## src/rtl/ram8_divmod_master.sv

```systemverilog
// ram8_divmod_master: RAM8 bus master that stores x/y, divides by repeated subtraction, writes back rem/quo.
// Ports: clk, rst (async, active-high); start/x/y request; busy/done/rem/quo/div_zero status;
// mem_e/mem_addr/mem_din/mem_w/mem_r drive the RAM, mem_dout is its combinational read data.
module ram8_divmod_master #(
  parameter int WIDTH = 16,
  parameter logic [2:0] ADDR_X = 3'd0,
  parameter logic [2:0] ADDR_Y = 3'd1,
  parameter logic [2:0] ADDR_R = 3'd2,
  parameter logic [2:0] ADDR_Q = 3'd3
) (
  input  logic             clk,
  input  logic             rst,
  input  logic             start,
  input  logic [WIDTH-1:0] x,
  input  logic [WIDTH-1:0] y,
  output logic             busy,
  output logic             done,
  output logic [WIDTH-1:0] rem,
  output logic [WIDTH-1:0] quo,
  output logic             div_zero,
  output logic             mem_e,
  output logic [2:0]       mem_addr,
  output logic [WIDTH-1:0] mem_din,
  output logic             mem_w,
  output logic             mem_r,
  input  logic [WIDTH-1:0] mem_dout
);
  typedef enum logic [3:0] {IDLE, WR_X, WR_Y, RD_X, RD_Y, SUB, WR_R, WR_Q, DONE} state_t;
  state_t state, nxt;
  logic [WIDTH-1:0] x_r, y_r, acc, div, cnt, din_n;
  logic [2:0] addr_n;
  logic wr_n, rd_n;
  always_comb begin
    nxt = state;
    case (state)
      IDLE: nxt = start ? WR_X : IDLE;
      WR_X: nxt = WR_Y;
      WR_Y: nxt = RD_X;
      RD_X: nxt = RD_Y;
      RD_Y: nxt = (mem_dout == '0) ? WR_R : SUB;
      SUB:  nxt = (acc >= div) ? SUB : WR_R;
      WR_R: nxt = WR_Q;
      WR_Q: nxt = DONE;
      default: nxt = IDLE;
    endcase
  end
  // Bus outputs are registered from the next state so they are valid throughout each state's cycle.
  // The WR_X data comes straight from x because x_r is loaded on the same edge.
  always_comb begin
    wr_n = nxt inside {WR_X, WR_Y, WR_R, WR_Q};
    rd_n = nxt inside {RD_X, RD_Y};
    addr_n = (nxt == WR_Y || nxt == RD_Y) ? ADDR_Y :
             (nxt == WR_R) ? ADDR_R :
             (nxt == WR_Q) ? ADDR_Q : ADDR_X;
    din_n = (nxt == WR_X) ? x :
            (nxt == WR_Y) ? y_r :
            (nxt == WR_R) ? acc :
            (nxt == WR_Q) ? cnt : '0;
  end
  always_ff @(posedge clk or posedge rst) begin
    if (rst) begin
      state <= IDLE;
      busy <= 1'b0;
      done <= 1'b0;
      mem_e <= 1'b0;
      mem_w <= 1'b0;
      mem_r <= 1'b0;
      mem_addr <= '0;
      mem_din <= '0;
    end else begin
      state <= nxt;
      busy <= nxt != IDLE;
      done <= nxt == DONE;
      mem_e <= wr_n | rd_n;
      mem_w <= wr_n;
      mem_r <= rd_n;
      mem_addr <= addr_n;
      mem_din <= din_n;
    end
  end
  always_ff @(posedge clk or posedge rst) begin
    if (rst) begin
      x_r <= '0;
      y_r <= '0;
      acc <= '0;
      div <= '0;
      cnt <= '0;
      rem <= '0;
      quo <= '0;
      div_zero <= 1'b0;
    end else begin
      case (state)
        IDLE: if (start) begin
          x_r <= x;
          y_r <= y;
          div_zero <= 1'b0;
        end
        RD_X: acc <= mem_dout;
        RD_Y: begin
          div <= mem_dout;
          cnt <= (mem_dout == '0) ? '1 : '0;
          div_zero <= mem_dout == '0;
        end
        SUB: if (acc >= div) begin
          acc <= acc - div;
          cnt <= cnt + 1'b1;
        end
        DONE: begin
          rem <= acc;
          quo <= cnt;
        end
        default: ;
      endcase
    end
  end
endmodule

```

## config.mk

```make
export PLATFORM = sky130hd
export DESIGN_NAME = ram8_divmod_master
export DESIGN_NICKNAME = d
export VERILOG_FILES = /design/src/rtl/ram8_divmod_master.sv
export SDC_FILE = /design/constraint.sdc
export NUM_CORES = 1
export LEC_CHECK = 0
export ABC_AREA = 1
export CORE_MARGIN = 8
export CORE_UTILIZATION = 35
export DETAILED_ROUTE_END_ITERATION = 8
export PLACE_DENSITY = 0.56
export SYNTH_ARGS = -nofsm -noshare
export SYNTH_HDL_FRONTEND = slang
export SYNTH_SLANG_ARGS = --single-unit
```

## constraint.sdc

```tcl
create_clock -name clk -period 7.8 [get_ports clk]
set_input_delay 1.56 -clock clk [delete_from_list [all_inputs] [get_ports clk]]
set_output_delay 1.56 -clock clk [all_outputs]
set_load 0.02 [all_outputs]
```

==> impl_metrics.py, run 1 <==
metrics = {
    "synthesis": {
        "syn_avg_cell_area_sq_um": 7.64,
        "yosysMostFrequentCell": "nand2_1",
        "ys_types": 36,
        "yosys_warnings": 0,
        "ys_seq_area_share_pct": 47.0,
        "async_flop_share_pct": 100,
        "synth_cells": 864,
        "synthTopCellsByArea": "dfrtp_1 47%, nand2_1 20%, inv_1 5.7%",
        "synth_top_area_share_pct": 47.0,
        "synth.net_count": 933,
        "synth_edf_count": 0,
        "synth_area_leader_cell": "dfrtp_1",
        "synth_common_cells": "343 x nand2_1, 124 x dfrtp_1, 100 x inv_1, 66 x o21ai_0, 42 x nor2_1",
        "ys.flop_type": "dfrtp_1",
        "ys_ff_latch": 124,
        "synth.cell_area_sq_mm": 0.00660,
    },
    "routing": {
        "wire_per_inst_microns": 15.4,
        "routed.top_layer": "met4",
        "dr.pass1.iters": 5,
        "drtIter0Drc": 409,
        "wl_met2_microns": 7940,
        "routed_wl_microns": 18600,
        "dr_wl_met3_microns": 1020,
        "met1_length_microns": 9300,
        "ant_nets": 0,
        "vias": 5791,
        "via_per_inst": 4.78,
        "drc": 0,
    },
    "floorplanning": {
        "num_rows": 50,
        "die_h_microns": 153,
        "start_util_pct": 35.5,
        "dieArea_sq_mm": 0.0235,
        "fp.dieW_microns": 153,
        "core_sq_mm": 0.0186,
        "num_io_pins": 108,
    },
    "timing": {
        "hold_viol_final": 0,
        "skew_ps": 9.62,
        "timing.fmax_ghz": 0.271,
        "rsz0062_at_grt": "no",
        "fin_ws_ps": 4110,
        "setup_viol": 0,
        "timing.setup.tns_ps": 0,
        "fin_crit_sh_pct": 47.4,
        "worstMarginPinSlew_ps": 1110,
        "slew_headroom_pct": 25.9,
        "hold_ws_ps": 478,
        "slew_viol_final": 0,
        "fin_crit_ps": 3690,
    },
    "place": {
        "dpl_worst_slack_ps": 3690,
        "numPortBuffers": 106,
        "dpl.hpwl_microns": 13700,
        "gp_routability_congestion": 0.867,
    },
    "power": {
        "leakage_nw": 4.09,
        "p_sw_share_pct": 43.1,
        "peakVddDrop_v": 0.000186,
        "p_seq_share_pct": 30.0,
        "p_comb_share_pct": 48.2,
        "clkPwrFrac_pct": 21.9,
        "switching_power_mw": 1.47,
        "power_density_mw_per_mm2": 406,
        "p_int_mw": 1.93,
    },
    "min_path": {
        "min-delay-path-class": "flip-flop to flip-flop",
    },
    "clocking": {
        "clock_sinks": 124,
        "cts_tree": "yes",
        "htree_levels": 4,
        "clk_latency_ps": 420,
        "post-cts-setup-buffers": 0,
        "hold_buffers": 0,
        "clkSlewWorstSetupHoldPaths_ps": 60,
        "clockBufferDepth": 2,
        "cts_inserted_buffers": 17,
        "clockRootBuffer": "clkbuf_16",
        "ctsResizeCount": 0,
    },
    "grt": {
        "grt_pass1_vias": 5594,
        "gr-total-overflow": 0,
        "grt_max_degree": 73,
        "antenna_found_initial": 0,
        "grtUsageTotal_pct": 16.2,
        "grt_pass1_wl_microns": 30300,
    },
    "worst_setup_path": {
        "worstPathArrival_ps": 4040,
        "cp_max_fo": 33,
        "setup.worst_path.end_class": "flip-flop",
        "crit_type": "primary input to flip-flop",
        "required_ps": 8150,
        "cp-start-kind": "primary input",
    },
    "final_layout": {
        "diodes": 0,
        "syn_to_final_growth_pct": 26.8,
        "final_nets": 1034,
        "drive_gt1_share_pct": 7.98,
    },
    "outcome": {
        "status": "completed",
    },
    "flow_run": {
        "maxCapViolations": 0,
    },
}
## state kept, by name, summed over array words and instances (netlist names)
register and cells:
mem_r 1, rem 16, acc 16, mem_e 1, busy 1, state 4
cnt 16, div 16, quo 16, y_r 16, div_zero 1, mem_w 1
mem_din 16, mem_addr 2, done 1
## routing by layer
| metal | vias to the layer above | GRT usage, % |
|---|---|---|
| met3 | 25 | 3.95 |
| met1 | 2676 | 22.5 |
| met5 | - | 0 |
| met2 | 165 | 24.1 |
| met4 | 0 | 5.89 |
| li1 | 2925 | - |
## layout make-up
cell class	count	area (sq um)
Sequential cell	124	3100
Fill cell	1889	10200
Tap cell	234	293
Multi-Input combinational cell	609	2940
Inverter	104	393
Clock buffer	21	460
Timing Repair Buffer	109	1080
Clock inverter	10	92.6
## cells by family after synthesis
family	Yosys count	synth area share (%)
simple gates	476	30.1
buf+inv	131	8.49
flops	124	47.0
compound gates	100	8.61
fa+ha+maj	18	3.53
mux	10	1.71
xor+xnor	4	0.531
other cells	1	0.0568
## path summary, 6_finish.rpt
| path | start | to | slack (ps) | cells after the start |
|---|---|---|---|---|
| setup / recovery | start | mem_din[11] | 4110 | 5 |
| hold reg to reg | y_r[0] | y_r[0] | 480 | 2 |
| hold / removal | y_r[0] | y_r[0] | 480 | 2 |
| setup reg to reg | state[3] | mem_din[11] | 5060 | 5 |
| min in group asynchronous | rst | cnt[10] | 1690 | 2 |
| max in group asynchronous | rst | div[6] | 4880 | 3 |
## per-stage QoR
step	power, mW	area (sq um)	util (%)	cells
floorplan	2.17	6600	-	864
global placement	2.64	7810	42.1	1180
detailed placement	2.66	7810	42.1	1180
CTS	3.42	8370	45.0	1211
global route	3.69	8370	45.0	1211
finish	3.40	8370	45.0	1211
## layout by cell type, fill, tap and decap left out, types with 16 or more instances in the layout
cell type | Yosys | layout
ha_1 | 17 | 17
nor2_1 | 42 | 42
clkbuf_16 | 0 | 17
clkdlybuf4s50_1 | 0 | 106
nand3_1 | 41 | 40
nand4_1 | 23 | 23
o21ai_0 | 66 | 66
dfrtp_1 | 124 | 124
o21ai_2 | 16 | 16
nand2_1 | 343 | 343
inv_1 | 100 | 99
## power groups by stage
stage | clock [mW] | sequential, mW | combinational (mW)
2_1_floorplan | 0 | 1.09 | 1.07
3_3_place_gp | 0 | 1.03 | 1.61
3_5_place_dp | 0 | 1.03 | 1.63
4_1_cts | 0.755 | 1.02 | 1.64
5_1_grt | 0.784 | 1.04 | 1.86
6_report | 0.742 | 1.02 | 1.64
## worst max-delay path: stages
cell and delay, ps:
clkdlybuf4s50_1 490, nand3_1 630, inv_1 1060, nand2_1 160, nand4_1 140
Note: power is estimated with default switching activity, not from simulation.
==> run 2, diff against run 1 <==
- PLACE_DENSITY: 0.56 -> 0.58
- clock period: 7.8 -> 3 ns (I/O delays scaled with it)
==> impl_metrics.py, run 2 (synthesized netlist as in run 1, its figures left out) <==
metrics = {
    "final_layout": {
        "syn_to_final_growth_pct": 28.3,
        "final_common_cell": "nand2_1",
        "final_nets": 1039,
        "nFillCells": 1884,
        "final_cell_mix": "343 x nand2_1, 124 x dfrtp_1, 106 x clkdlybuf4s50_1, 99 x inv_1, 66 x o21ai_0",
        "drive_gt1_share_pct": 8.55,
        "diodes": 0,
        "utilization_pct": 45.6,
    },
    "clocking": {
        "clk_latency_ps": 420,
        "clkSlewWorstSetupHoldPaths_ps": 60,
        "clockBufferDepth": 2,
        "hold_buffers": 0,
        "cts_tree": "yes",
        "ctsResizeCount": 0,
        "post-cts-setup-buffers": 0,
        "cts_inserted_buffers": 17,
        "clock_sinks": 124,
        "htree_levels": 4,
        "clockRootBuffer": "clkbuf_16",
    },
    "timing": {
        "worstMarginPinSlew_ps": 749,
        "hold_viol_final": 0,
        "hold_ws_ps": 477,
        "slew_viol_final": 0,
        "rsz0062_at_grt": "no",
        "timing.fmax_ghz": 0.413,
        "skew_ps": 10.5,
        "fin_crit_sh_pct": 80.6,
        "slew_headroom_pct": 50.0,
        "fin_crit_ps": 2420,
        "setup_viol": 0,
        "timing.setup.tns_ps": 0,
    },
    "power": {
        "peakVddDrop_v": 0.000484,
        "power_mw": 9.05,
        "leakage_nw": 4.14,
        "power_density_mw_per_mm2": 1070,
    },
    "worst_setup_path": {
        "cp_slowest_cell": "dfrtp_1",
        "crit_type": "flip-flop to flip-flop",
        "crit_chain": "inv_1, ha_1, fa_1, inv_1, nand2_1, nand2_1, nand3_2, nand3_1, nand2_1, nand2_2, nand2_4, nand2_4, inv_2, nand2_1, nand2_1",
        "setup.worst_path.end_class": "flip-flop",
        "cp_common_cell": "nand2_1",
        "required_ps": 3300,
        "cpPeakStageDelay_ps": 350,
        "worstPathArrival_ps": 2720,
        "cp-start-kind": "flip-flop",
        "cp_max_fo": 23,
    },
    "outcome": {
        "status": "completed",
    },
    "place": {
        "numPortBuffers": 106,
        "dpl.hpwl_microns": 13900,
        "gp_routability_congestion": 0.903,
    },
    "grt": {
        "gr-total-overflow": 0,
        "grtUsageTotal_pct": 16.5,
        "antenna_found_initial": 0,
        "grt_pass1_vias": 5764,
        "grt_pass1_wl_microns": 30700,
        "grt_max_degree": 57,
    },
    "floorplanning": {
        "num_io_pins": 108,
        "num_rows": 50,
        "fp.dieW_microns": 153,
        "die_h_microns": 153,
        "start_util_pct": 35.5,
        "core_sq_mm": 0.0186,
        "dieArea_sq_mm": 0.0235,
    },
    "routing": {
        "ant_nets": 0,
        "dr_wl_met3_microns": 1100,
        "wl_met2_microns": 8270,
        "routed.top_layer": "met4",
        "drtIter0Drc": 359,
        "wire_per_inst_microns": 15.5,
        "met1_length_microns": 9140,
        "vias": 5791,
        "via_per_inst": 4.76,
        "dr.pass1.iters": 4,
        "drc": 0,
        "routed_wl_microns": 18900,
    },
    "min_path": {
        "min-delay-path-class": "flip-flop to flip-flop",
    },
    "flow_run": {
        "maxCapViolations": 0,
    },
}
-- run 2: path summary, 6_finish.rpt --
kind / depth (start not counted) / start / slack [ps] / end
worst max-delay path: 15 / acc[0] / 580 / acc[14]
worst min-delay path: 2 / y_r[0] / 480 / y_r[0]
worst max register to register: 15 / acc[0] / 580 / acc[14]
worst min register to register: 2 / y_r[0] / 480 / y_r[0]
max in group asynchronous: 3 / rst / 1670 / div[5]
min in group asynchronous: 2 / rst / 620 / mem_din[11]
-- run 2: final cells by class --
class	instances	area (sq um)	share of cell area (%)
inverters	104	394	4.65
multi-input cells	609	2940	34.7
flip-flops and latches	124	3100	36.6
clock buffers	20	447	5.27
repair buffers	114	1150	13.5
well taps	234	293	3.46
clock inverters	12	146	1.73
-- run 2: layer usage --
metal  GRT usage (%)  vias to the layer above
li1                -                     2942
met1            22.4                     2667
met2            24.4                      162
met3            4.65                       20
met4            6.55                        0
met5               0                        -
-- run 2: worst max-delay path: cells and delay by family, from the launching register on --
kind	cells	cell delay (ps)
and+or+nand+nor	10	1040
DFF	1	350
adders and majority gates	2	570
buffers and inverters	3	340
-- run 2: report_power, final --
group	internal, mW	switching (mW)
Clock	1.32	0.750
Combinational	1.60	2.73
Sequential	2.27	0.384
-- run 2: per-stage QoR --
stage	area [sq um]	setup slack, ps	instances
after floorplan	6600	875	864
after global placement	7880	639	1185
after detailed placement	7880	589	1185
after CTS	8470	584	1217
after global routing	8470	366	1217
final	8470	581	1217
==> run 3, diff against run 2 <==
- PLACE_DENSITY: 0.58 -> 0.56
- clock period: 3 -> 2.3 ns (I/O delays scaled with it)
==> impl_metrics.py, run 3 (synthesized netlist as in run 1, its figures left out) <==
metrics = {
    "min_path": {
        "min-delay-path-class": "primary input to asynchronous set/reset pin",
    },
    "clocking": {
        "clockBufferDepth": 2,
        "htree_levels": 4,
        "cts_tree": "yes",
        "cts_inserted_buffers": 17,
        "clock_sinks": 124,
        "clk_latency_ps": 420,
        "hold_buffers": 0,
        "clkSlewWorstSetupHoldPaths_ps": 50,
        "clockRootBuffer": "clkbuf_16",
    },
    "final_layout": {
        "final_nets": 1059,
        "drive_gt1_share_pct": 10.1,
        "syn_to_final_growth_pct": 30.7,
        "nFillCells": 1870,
        "multi_input_area_sq_mm": 0.00297,
        "final_cell_mix": "342 x nand2_1, 124 x dfrtp_1, 106 x clkdlybuf4s50_1, 99 x inv_1, 66 x o21ai_0",
        "utilization_pct": 46.4,
        "diodes": 0,
        "register_area_sq_mm": 0.00310,
        "final_common_cell": "nand2_1",
    },
    "grt": {
        "grtUsageTotal_pct": 16.4,
        "grt_max_degree": 81,
        "gr-total-overflow": 0,
        "antenna_found_initial": 0,
        "grt_pass1_wl_microns": 30700,
        "grt_pass1_vias": 5820,
    },
    "flow_run": {
        "maxCapViolations": 0,
    },
    "power": {
        "peakVddDrop_v": 0.000724,
        "leakage_nw": 4.24,
        "power_density_mw_per_mm2": 1380,
        "power_mw": 11.9,
    },
    "worst_setup_path": {
        "cp_max_fo": 16,
        "cp-start-kind": "flip-flop",
        "setup.worst_path.end_class": "flip-flop",
        "required_ps": 2640,
        "worstPathArrival_ps": 2480,
        "crit_type": "flip-flop to flip-flop",
    },
    "timing": {
        "fin_crit_ps": 2140,
        "hold_viol_final": 0,
        "fin_crit_sh_pct": 93.1,
        "skew_ps": 6.95,
        "setup_viol": 0,
        "timing.fmax_ghz": 0.467,
        "slew_viol_final": 0,
    },
    "place": {
        "numPortBuffers": 106,
        "gp_routability_congestion": 0.931,
        "dpl.hpwl_microns": 14000,
    },
    "routing": {
        "wire_per_inst_microns": 15.1,
        "ant_nets": 0,
        "drc": 0,
        "drtIter0Drc": 445,
        "dr.pass1.iters": 5,
        "vias": 5833,
        "via_per_inst": 4.74,
        "routed_wl_microns": 18600,
    },
    "floorplanning": {
        "fp.dieW_microns": 153,
        "core_sq_mm": 0.0186,
        "num_io_pins": 108,
        "num_rows": 50,
        "start_util_pct": 35.5,
        "dieArea_sq_mm": 0.0235,
        "die_h_microns": 153,
    },
    "outcome": {
        "status": "completed",
    },
}
## run 3: cell types whose count changed in the layout (fill, tap and decap cells not counted), sizes merged
cell / previous run / this run
bufinv: 3 / 1
buf: 8 / 28
clkbuf: 20 / 24
clkinv: 7 / 2
clkinvlp: 4 / 1
## run 3: final cells by class
| class | count | share of cell area (%) |
|---|---|---|
| Timing Repair Buffer | 134 | 15.3 |
| Tap cell | 234 | 3.39 |
| Multi-Input combinational cell | 609 | 34.4 |
| Sequential cell | 124 | 36.0 |
| Inverter | 104 | 4.60 |
| Clock buffer | 24 | 5.93 |
| Clock inverter | 2 | 0.406 |
## run 3: worst paths after layout
path                            startpoint           to  slack [ps]  cells after the start
worst max-delay path                acc[0]       acc[4]         160                     15
worst min register to register      y_r[3]       y_r[3]         480                      2
min in group clk                    y_r[3]       y_r[3]         480                      2
worst max register to register      acc[0]       acc[4]         160                     15
worst min-delay path                   rst  mem_din[11]         480                      3
max in group asynchronous              rst       div[2]        1400                      3
## run 3: worst max-delay path, cell delays in order (launching register included)
cell and delay [ps]:
dfrtp_1 340, inv_1 60, ha_1 220, fa_1 370, inv_1 70, nand2_1 70, nand2_2 90, nand3_2 70
nand3_1 90, nand2_1 80, nand2_2 100, nand2_4 100, nand2_8 120, buf_12 150, nand2_1 60, o21ai_1 70
## run 3: power breakdown
group	switching, mW	internal, mW	leakage [nW]
Combinational	3.63	2.32	2.35
Sequential	0.431	2.96	1.62
Clock	0.904	1.62	0.272
## run 3: timing repair
item	CTS	global route
setup buffers	0	1
resized for setup	0	6
setup endpoints to repair	0	50
## run 3: metrics by stage
step	instance area, sq um	hold WS, ps	instances	setup TNS, ps	worst slack (ps)
global route	8630	492	1231	-3.10	-3.10
CTS	8580	480	1230	0	26.6
detailed placement	8030	465	1204	0	62.3
floorplan	6600	446	864	0	315
finish	8630	478	1231	0	158
global placement	8030	462	1204	0	105
## run 3: routing by layer
metal	wire [microns]	up-vias	global-route usage, %
li1	-	2971	-
met1	9240	2701	22.2
met2	8050	140	24.8
met3	1020	21	4.76
met4	293	0	5.42
met5	0	-	0
